--- src/rtl/ctrl_pkg.sv ---
// ctrl_pkg: shared constants for the microcode control unit.
//   - opcode encodings
//   - control-word bit indices and single-bit masks (bit 15 = HLT ... bit 0 = FI)
//   - default number of T-states per instruction
//   - the two opcode-independent fetch words
package ctrl_pkg;

  // Opcode encodings (upper nibble of the instruction register)
  localparam logic [3:0] OP_NOP = 4'h0;
  localparam logic [3:0] OP_LDA = 4'h1;
  localparam logic [3:0] OP_ADD = 4'h2;
  localparam logic [3:0] OP_SUB = 4'h3;
  localparam logic [3:0] OP_STA = 4'h4;
  localparam logic [3:0] OP_LDI = 4'h5;
  localparam logic [3:0] OP_JMP = 4'h6;
  localparam logic [3:0] OP_JC  = 4'h7;
  localparam logic [3:0] OP_JZ  = 4'h8;
  localparam logic [3:0] OP_OUT = 4'hE;
  localparam logic [3:0] OP_HLT = 4'hF;

  // Control-word bit positions
  localparam int B_HLT = 15;
  localparam int B_MI  = 14;
  localparam int B_RI  = 13;
  localparam int B_RO  = 12;
  localparam int B_IO  = 11;
  localparam int B_II  = 10;
  localparam int B_AI  = 9;
  localparam int B_AO  = 8;
  localparam int B_EO  = 7;
  localparam int B_SU  = 6;
  localparam int B_BI  = 5;
  localparam int B_OI  = 4;
  localparam int B_CE  = 3;
  localparam int B_CO  = 2;
  localparam int B_J   = 1;
  localparam int B_FI  = 0;

  // Single-bit masks so microcode words read as OR-ed strobe names
  localparam logic [15:0] C_HLT = 16'h0001 << B_HLT;
  localparam logic [15:0] C_MI  = 16'h0001 << B_MI;
  localparam logic [15:0] C_RI  = 16'h0001 << B_RI;
  localparam logic [15:0] C_RO  = 16'h0001 << B_RO;
  localparam logic [15:0] C_IO  = 16'h0001 << B_IO;
  localparam logic [15:0] C_II  = 16'h0001 << B_II;
  localparam logic [15:0] C_AI  = 16'h0001 << B_AI;
  localparam logic [15:0] C_AO  = 16'h0001 << B_AO;
  localparam logic [15:0] C_EO  = 16'h0001 << B_EO;
  localparam logic [15:0] C_SU  = 16'h0001 << B_SU;
  localparam logic [15:0] C_BI  = 16'h0001 << B_BI;
  localparam logic [15:0] C_OI  = 16'h0001 << B_OI;
  localparam logic [15:0] C_CE  = 16'h0001 << B_CE;
  localparam logic [15:0] C_CO  = 16'h0001 << B_CO;
  localparam logic [15:0] C_J   = 16'h0001 << B_J;
  localparam logic [15:0] C_FI  = 16'h0001 << B_FI;

  localparam int STEPS_DEFAULT = 5;

  // Fetch words: PC -> MAR, then RAM -> IR with PC increment
  localparam logic [15:0] FETCH0 = 16'h4004;
  localparam logic [15:0] FETCH1 = 16'h1408;

endpackage

--- src/rtl/ucode_rom.sv ---
// ucode_rom: purely combinational microcode table.
// Ports:
//   opcode [3:0] in  - decoded opcode
//   step   [2:0] in  - current T-state
//   cf, zf       in  - latched flags (select taken/untaken conditional jumps)
//   word  [15:0] out - control word for this opcode/step
module ucode_rom
  import ctrl_pkg::*;
(
  input  logic [3:0]  opcode,
  input  logic [2:0]  step,
  input  logic        cf,
  input  logic        zf,
  output logic [15:0] word
);

  // Fetch steps are opcode-independent; execute steps 2..4 come from the table
  always_comb begin
    word = 16'h0000;
    if (step == 3'd0) begin
      word = FETCH0;
    end else if (step == 3'd1) begin
      word = FETCH1;
    end else begin
      case (opcode)
        OP_LDA: begin
          case (step)
            3'd2:    word = C_IO | C_MI;
            3'd3:    word = C_RO | C_AI;
            default: word = 16'h0000;
          endcase
        end
        OP_ADD, OP_SUB: begin
          case (step)
            3'd2:    word = C_IO | C_MI;
            3'd3:    word = C_RO | C_BI;
            3'd4:    word = (opcode == OP_SUB) ? (C_EO | C_AI | C_SU | C_FI)
                                               : (C_EO | C_AI | C_FI);
            default: word = 16'h0000;
          endcase
        end
        OP_STA: begin
          case (step)
            3'd2:    word = C_IO | C_MI;
            3'd3:    word = C_AO | C_RI;
            default: word = 16'h0000;
          endcase
        end
        OP_LDI: word = (step == 3'd2) ? (C_IO | C_AI) : 16'h0000;
        OP_JMP: word = (step == 3'd2) ? (C_IO | C_J) : 16'h0000;
        // Untaken conditional jumps produce an all-zero step 2, which ends the instruction
        OP_JC:  word = ((step == 3'd2) && cf) ? (C_IO | C_J) : 16'h0000;
        OP_JZ:  word = ((step == 3'd2) && zf) ? (C_IO | C_J) : 16'h0000;
        OP_OUT: word = (step == 3'd2) ? (C_AO | C_OI) : 16'h0000;
        OP_HLT: word = (step == 3'd2) ? C_HLT : 16'h0000;
        default: word = 16'h0000;
      endcase
    end
  end

endmodule

--- src/rtl/ucode_sequencer.sv ---
// ucode_sequencer: microcode control unit of the 8-bit CPU.
// Holds the T-state counter, carry/zero flags and halt latch; decodes the
// opcode in the instruction register into the 16-bit control word.
// Ports:
//   clk              in  - rising-edge clock
//   reset            in  - synchronous, active-high
//   instr [N-1:0]    in  - instruction register; opcode = instr[N-1:N-OP]
//   alu_carry/zero   in  - ALU status, captured when FI is asserted
//   ctrl [15:0]      out - control word {HLT,MI,RI,RO,IO,II,AI,AO,EO,SU,BI,OI,CE,CO,J,FI}
//   step [2:0]       out - current T-state
//   cf, zf           out - latched flags
//   halted           out - halt latch
module ucode_sequencer
  import ctrl_pkg::*;
#(
  parameter int N     = 8,
  parameter int OP    = 4,
  parameter int STEPS = STEPS_DEFAULT
) (
  input  logic         clk,
  input  logic         reset,
  input  logic [N-1:0] instr,
  input  logic         alu_carry,
  input  logic         alu_zero,
  output logic [15:0]  ctrl,
  output logic [2:0]   step,
  output logic         cf,
  output logic         zf,
  output logic         halted
);

  localparam logic [2:0] STEP_LAST = 3'(STEPS - 1);

  logic [2:0]  step_q, step_d;
  logic        cf_q, cf_d;
  logic        zf_q, zf_d;
  logic        halted_q, halted_d;
  logic [15:0] rom_word;
  logic        unused_operand;

  // Operand bits are consumed by the datapath, not by the sequencer
  assign unused_operand = ^instr[N-OP-1:0];

  ucode_rom u_rom (
    .opcode (instr[N-1:N-OP]),
    .step   (step_q),
    .cf     (cf_q),
    .zf     (zf_q),
    .word   (rom_word)
  );

  // A halted CPU issues no strobes at all
  always_comb begin
    ctrl = 16'h0000;
    if (halted_q) begin
      ctrl = 16'h0000;
    end else begin
      ctrl = rom_word;
    end
  end

  // Next-state: flag capture, halt latch and step sequencing
  always_comb begin
    step_d   = step_q;
    cf_d     = cf_q;
    zf_d     = zf_q;
    halted_d = halted_q;
    if (reset) begin
      step_d   = 3'd0;
      cf_d     = 1'b0;
      zf_d     = 1'b0;
      halted_d = 1'b0;
    end else begin
      if (ctrl[B_FI]) begin
        cf_d = alu_carry;
        zf_d = alu_zero;
      end else begin
        cf_d = cf_q;
        zf_d = zf_q;
      end
      if (halted_q) begin
        step_d = step_q;
      end else if (ctrl[B_HLT]) begin
        // Freeze on the HLT step itself so the halted CPU shows where it stopped
        halted_d = 1'b1;
        step_d   = step_q;
      end else if ((step_q >= 3'd2) && (ctrl == 16'h0000)) begin
        // First empty execute step is the single idle cycle ending the instruction
        step_d = 3'd0;
      end else if (step_q == STEP_LAST) begin
        step_d = 3'd0;
      end else begin
        step_d = step_q + 3'd1;
      end
    end
  end

  // State register
  always_ff @(posedge clk) begin
    step_q   <= step_d;
    cf_q     <= cf_d;
    zf_q     <= zf_d;
    halted_q <= halted_d;
  end

  assign step   = step_q;
  assign cf     = cf_q;
  assign zf     = zf_q;
  assign halted = halted_q;

endmodule

--- config.mk ---
export PLATFORM = sky130hd
export DESIGN_NAME = ucode_sequencer
export DESIGN_NICKNAME = d
export VERILOG_FILES = /design/src/rtl/ctrl_pkg.sv /design/src/rtl/ucode_rom.sv /design/src/rtl/ucode_sequencer.sv
export SDC_FILE = /design/constraint.sdc
export NUM_CORES = 1
export LEC_CHECK = 0
export CAP_MARGIN = 0
export CORE_AREA = 2 2 46 48
export CTS_CLUSTER_DIAMETER = 60
export DETAILED_ROUTE_END_ITERATION = 6
export DIE_AREA = 0 0 48 50
export PLACE_DENSITY = 0.71
export SYNTH_ARGS = -nofsm -noshare
export SYNTH_HDL_FRONTEND = slang
export SYNTH_SLANG_ARGS = --single-unit
export TNS_END_PERCENT = 50
--- constraint.sdc ---
create_clock -name clk -period 2.8 [get_ports clk]
set_clock_uncertainty 0.2 [all_clocks]
set_input_delay 0.56 -clock clk [delete_from_list [all_inputs] [get_ports clk]]
set_output_delay 0.56 -clock clk [all_outputs]
set_load 0.05 [all_outputs]
### Yosys cells after proc, flatten, opt, wreduce, memory -nomap -nowiden

Cells that the tools add are included.

| word-level totals | value |
|---|---|
| flip-flop bits (word level) | 6 |
| input bits | 12 |
| output and inout bits | 22 |
| logic and storage cells | 47 |

| cells by class | value |
|---|---|
| add/subtract/negate cells | 1 |
| order comparisons | 1 |
| equality and inequality tests | 14 |
| mux-type cells | 18 |
| bitwise gates (word level) | 2 |
| reduce and logical (&&, ||, !) cells | 7 |

Operators with widths:

| operator | count |
|---|---|
| $pmux W16 S9 | 1 |
| $mux W16 | 4 |
| $pmux W15 S2 | 2 |
| $mux W12 | 4 |
| $pmux W16 S3 | 1 |
| $eq A4 B3 Y1 const B | 4 |
| $logic_not A16 Y1 | 1 |
| $eq A4 B4 Y1 const B | 3 |
| $mux W9 | 1 |
| $eq A4 B2 Y1 const B | 2 |
| $mux W7 | 1 |
| $eq A3 B2 Y1 const B | 2 |
| $mux W3 | 2 |
| $eq A4 B1 Y1 const B | 1 |
| $add A3 B1 Y3 const B | 1 |
| $eq A3 B1 Y1 const B | 1 |
| $eq A3 B3 Y1 const B | 1 |
| $ge A3 B2 Y1 const B | 1 |
| $logic_and A1 B1 Y1 | 3 |
| $logic_not A3 Y1 | 1 |
| $mux W1 | 2 |
| $not A1 Y1 | 2 |
| $reduce_and A2 Y1 | 1 |
| $reduce_or A2 Y1 | 1 |

### Longest topological paths before layout

| depth | value |
|---|---|
| word-level depth | 10 |
| mapped depth | 9 |
| mapped depth without buffers | 8 |

### Cells and area by module

A second synthesis with hierarchy kept.

| second synthesis, totals | value |
|---|---|
| cells, all modules | 95 |
| area total of the unflattened synthesis | 758.2 µm² |

Modules (own cells, without submodules):

| module | instances | cells an instance | area each (µm²) | seq. area each (µm²) |
|---|---|---|---|---|
| ucode_sequencer | 1 | 53 | 452.9 | 120.1 |
| ucode_rom | 1 | 42 | 305.3 | 0.0 |

### Least setup slack after synthesis

No wires, ideal clock.

| timing | value |
|---|---|
| path kind | register to output |
| from | register step_q[0] (netlist: step[0]) |
| to | output ctrl[12] |
| data arrival time | 3.595 ns |
| required time | 2.040 ns |
| path slack | -1.555 ns |
| stages on the path, launching flop included | 6 |
| buffers on the path | 0 |
| cell sequence | dfxtp_1 inv_1 ha_1 nor4b_2 a31oi_1 a221oi_1 |

| on the way | value |
|---|---|
| longest elaborated chain between the ends | 6 |
| elaborated cells between the ends (all ways) | 11 |
| those cells by class | eq/ne (4); mux (6); reduce/logical (1) |

Ends and longest elaborated chain:

| item | RTL line | text |
|---|---|---|
| from (decl) | ucode_sequencer.sv:34 | `logic [2:0] step_q, step_d;` |
| from (signal assigned) | ucode_sequencer.sv:100 | `step_q <= step_d;` |
| $eq A3 B3 Y1 / $eq A3 B2 Y1 (equally long branches) | ucode_rom.sv:34, ucode_rom.sv:27 |  |
| $pmux W16 S3 / $pmux W15 S2 (equally long branches) | ucode_rom.sv:34, ucode_rom.sv:27 |  |
| $pmux W16 S9 | ucode_rom.sv:25 | `case (opcode)` |
| $mux W16 | ucode_rom.sv:22 | `end else if (step == 3'd1) begin` |
| $mux W16 (*) | ucode_rom.sv:20 | `if (step == 3'd0) begin` |
| $mux W16 (*) | ucode_sequencer.sv:55 | `if (halted_q) begin` |
| to (decl) | ucode_sequencer.sv:25 | `output logic [15:0] ctrl,` |

Every way passes the cells marked *; elsewhere a longest branch is shown, timed or not.

### Worst setup path after layout

| timing | value |
|---|---|
| from | input instr[5] |
| to | output ctrl[11] |

| on the way | value |
|---|---|
| longest elaborated chain between the ends | 6 |
| elaborated cells between the ends (all ways) | 15 |
| those cells by class | eq/ne (10); mux (4); reduce/logical (1) |

Ends and longest elaborated chain:

| item | RTL line | text |
|---|---|---|
| from (decl) | ucode_sequencer.sv:22 | `input logic [N-1:0] instr,` |
| $eq A4 B2 Y1 | ucode_rom.sv:25 |  |
| $reduce_or A2 Y1 | ucode_rom.sv:25 |  |
| $pmux W16 S9 (*) | ucode_rom.sv:25 |  |
| $mux W16 (*) | ucode_rom.sv:22 |  |
| $mux W16 (*) | ucode_rom.sv:20 |  |
| $mux W16 (*) | ucode_sequencer.sv:55 |  |

Marks and branches as above.

==> impl_metrics.json <==
{
  "drc": 0,
  "numPortBuffers": 29,
  "synth.avg_cell_area_um2": 7.481,
  "slowest_delay_ns": 0.36,
  "postRouteAntennaNets": 0,
  "wl_per_cell_um": 13.28,
  "arrival_ns": 1.98,
  "syn_nets": 113,
  "dpl.hpwl_mm": 1.699,
  "vdd_ir_drop_max_v": 0.0006392,
  "min_path_cells": 1,
  "synth_xor_area_share_pct": 0,
  "dp_slack_ns": -0.2099,
  "worstSetupPathType": "input pin to output pin",
  "period_needed_ns": 2.740,
  "worstPathCellList": "dlygate4sd2_1, nor3_1, a21oi_1, o211ai_1, buf_4, nor2_2, buf_12",
  "core_um2": 1902,
  "antenna_found_initial": 0,
  "r2r-start": "step[1]",
  "max_freq_ghz": 0.3650,
  "placedCellCount": 162,
  "dieArea_um2": 2400,
  "synth_top_family_by_area": "simple AND/OR/NAND/NOR gates",
  "cts_buffers": 3,
  "hp-start": "step[0]",
  "die_h_um": 50,
  "drt_iter0_drc": 32,
  "synth_flop_cell": "dfxtp_1",
  "worst-slew-pin-transition_ns": 0.5004,
  "finalCritPeriodShare_pct": 97.84,
  "hold_path_end": "step[0]",
  "rr_endpoint": "step[2]",
  "cp_slowest_cell": "dlygate4sd2_1",
  "grt_pass1_vias": 874,
  "pwr_density_cell_nw_per_um2": 720.9,
  "synth-seq-cells": 6,
  "fillCellCount": 138,
  "area_growth_pct": 88.33,
  "r2r_cells": 10,
  "synth-edff-count": 0,
  "synth-adder-area-share_pct": 8.711,
  "synthCells": 96,
  "grt_pass1_wl_mm": 3.608,
  "drtPass1Iterations": 4,
  "multi_input_area_um2": 604.3,
  "timing_hold_violations_final": 0,
  "gp_congestion": 0.8148,
  "reg2reg_slack_ns": 0.34,
  "finalSetupViolCount": 0,
  "cts.sinks": 6,
  "clkTransAtPathRegs_ns": 0.05,
  "crit_fanout": 10,
  "grt_max_degree": 11,
  "total_power_uw": 975.0,
  "cts_root_buffer": "clkbuf_4",
  "cts.htree.levels": 1,
  "layout-drive-gt1-share_pct": 44.29,
  "end_kind": "output pin",
  "die_w_um": 48,
  "crit_path_start_kind": "input pin",
  "synth_area_leaders": "dfxtp_1 (17%), nor2_1 (8.9%), ha_1 (8.7%), buf_4 (5.2%), nor3_1 (4.9%)",
  "cts_tree": "done",
  "vias": 884,
  "seqCellArea_um2": 127.6,
  "synthSimpleGateAreaFrac_pct": 36.24,
  "timing.final.ws_setup_ns": 0.06048,
  "leakagePower_nw": 0.5515,
  "maxCapViolCount": 0,
  "hp-class": "flip-flop to flip-flop",
  "cts_buffer_depth": 2,
  "synth-async-reset-ratio_pct": 0,
  "finalMaxSlewViolations": 0,
  "yosysSeqAreaShare_pct": 16.72,
  "grt_remaining_overflow": 0,
  "antennaDiodeCount": 0,
  "timing.slew.headroom_pct": 66.53,
  "synthesis.area_um2": 718.2,
  "core.rowCount": 16,
  "required_ns": 2.04,
  "synth-compound-area-share_pct": 21.95,
  "synth_warnings": 0,
  "synth.distinct_cells": 35,
  "top_level_ports": 34,
  "final_cells": 167,
  "grt_use_total_pct": 20.49,
  "synth_top_area_share_pct": 16.72,
  "outcome": "finished clean",
  "start_util_pct": 37.76,
  "viasPerCell": 5.293,
  "rsz0062_at_grt": "true",
  "synthMuxAreaShare_pct": 2.787,
  "clk_latency_ns": 0.25,
  "final_net_count": 158,
  "synth.largest_area_cell": "dfxtp_1",
  "routed_wl_mm": 2.217
}
## per-stage QoR
stage	setup TNS [ns]	util, %	cell area [um^2]	hold WS, ns
finish	0	71.12	1353	0.2862
global route	-0.02289	71.12	1353	0.3103
CTS	-0.01140	70.59	1343	0.2853
detailed placement	-1.643	67.24	1279	0.2774
global placement	-1.463	67.24	1279	0.2780
floorplan	-0.3684	-	790.8	0.3610
## cell families after synthesis
| group | count (synthesis) |
|---|---|
| AOI/OAI and AO/OA | 22 |
| DFF | 6 |
| buffers and inverters | 15 |
| and+or+nand+nor | 46 |
| adders and majority gates | 5 |
| muxes | 2 |
## synth_stat cells, types with 2 or more instances
master    count
a211oi_1      2
a21oi_1       2
a31oi_1       4
and2_1        2
buf_4         5
buf_6         3
dfxtp_1       6
ha_1          5
inv_1         7
mux2i_1       2
nand2_1       6
nand3_1       2
nor2_1       17
nor3_1        7
o21a_1        2
o21ai_0       3
o31ai_1       3
## flip-flops by register name (all words and copies together), names as in the netlist
register  cells
step          3
cf            1
halted        1
zf            1
## worst max-delay path by stage
| stage | start | endpoint | slack (ns) | cells past startpoint |
|---|---|---|---|---|
| after CTS | instr[6] | ctrl[9] | -0.006 | 6 |
| after floorplan | step[0] | ctrl[12] | -0.11 | 5 |
| after global placement | instr[5] | ctrl[11] | -0.15 | 6 |
| after detailed placement | instr[5] | ctrl[11] | -0.21 | 6 |
| after global routing | instr[5] | ctrl[1] | -0.02 | 7 |
| final | instr[5] | ctrl[11] | 0.06 | 7 |
## critical path, delay by kind of cell
family                 cells  cell delay [ns]
and+or+nand+nor            2             0.32
buffers and inverters      3             0.71
AOI/OAI and AO/OA          2             0.39
## cells in the final DEF, fill, tap and decap left out, types with 2 or more instances in the layout
| cell type | Yosys | routed |
|---|---|---|
| dlygate4sd2_1 | 0 | 3 |
| inv_1 | 7 | 5 |
| buf_12 | 0 | 11 |
| o31ai_1 | 3 | 3 |
| mux2i_1 | 2 | 2 |
| o21ai_0 | 3 | 3 |
| nor2_1 | 17 | 14 |
| dfxtp_4 | 0 | 2 |
| ha_1 | 5 | 4 |
| a31oi_1 | 4 | 3 |
| a211oi_1 | 2 | 2 |
| nor2_2 | 0 | 2 |
| and2_1 | 2 | 2 |
| nand3_1 | 2 | 2 |
| nor3_1 | 7 | 4 |
| clkdlybuf4s50_1 | 0 | 10 |
| o21a_1 | 2 | 2 |
| dfxtp_1 | 6 | 4 |
| clkbuf_4 | 0 | 3 |
| nand2_1 | 6 | 6 |
| a21oi_1 | 2 | 2 |
| nor3_2 | 0 | 2 |
| nand2b_4 | 1 | 2 |
| buf_4 | 5 | 23 |
## power breakdown
group	leakage (nW)	internal, mW	switching [mW]
Clock	0.0150	0.0542	0.0344
Combinational	0.486	0.323	0.423
Sequential	0.0501	0.109	0.0309
Total	0.552	0.486	0.489
## repair_timing
item	in CTS	in global routing
endpoints found under the setup margin	12	10
resized for setup	11	1
pin swaps	2	1
buffers inserted	0	1
hold buffers	0	0
## routing by layer
layer  track usage (%)  share of wire (%)  wire [um]  vias up
met1             21.98                 41        915      405
met5                 0                  0          0        -
met3             8.791                7.0        155        3
li1                  -                  -          -      434
met2             33.78                 51       1134       42
met4             8.108               0.54         12        0
## area by class of cell
cell class	count	share of cell area, %
multi-input cells	75	44.68
repair buffers	48	39.32
flip-flops and latches	6	9.436
well taps	27	2.498
inverters	7	2.128
clock buffers	4	1.943
(Power assumes the default switching activity.)
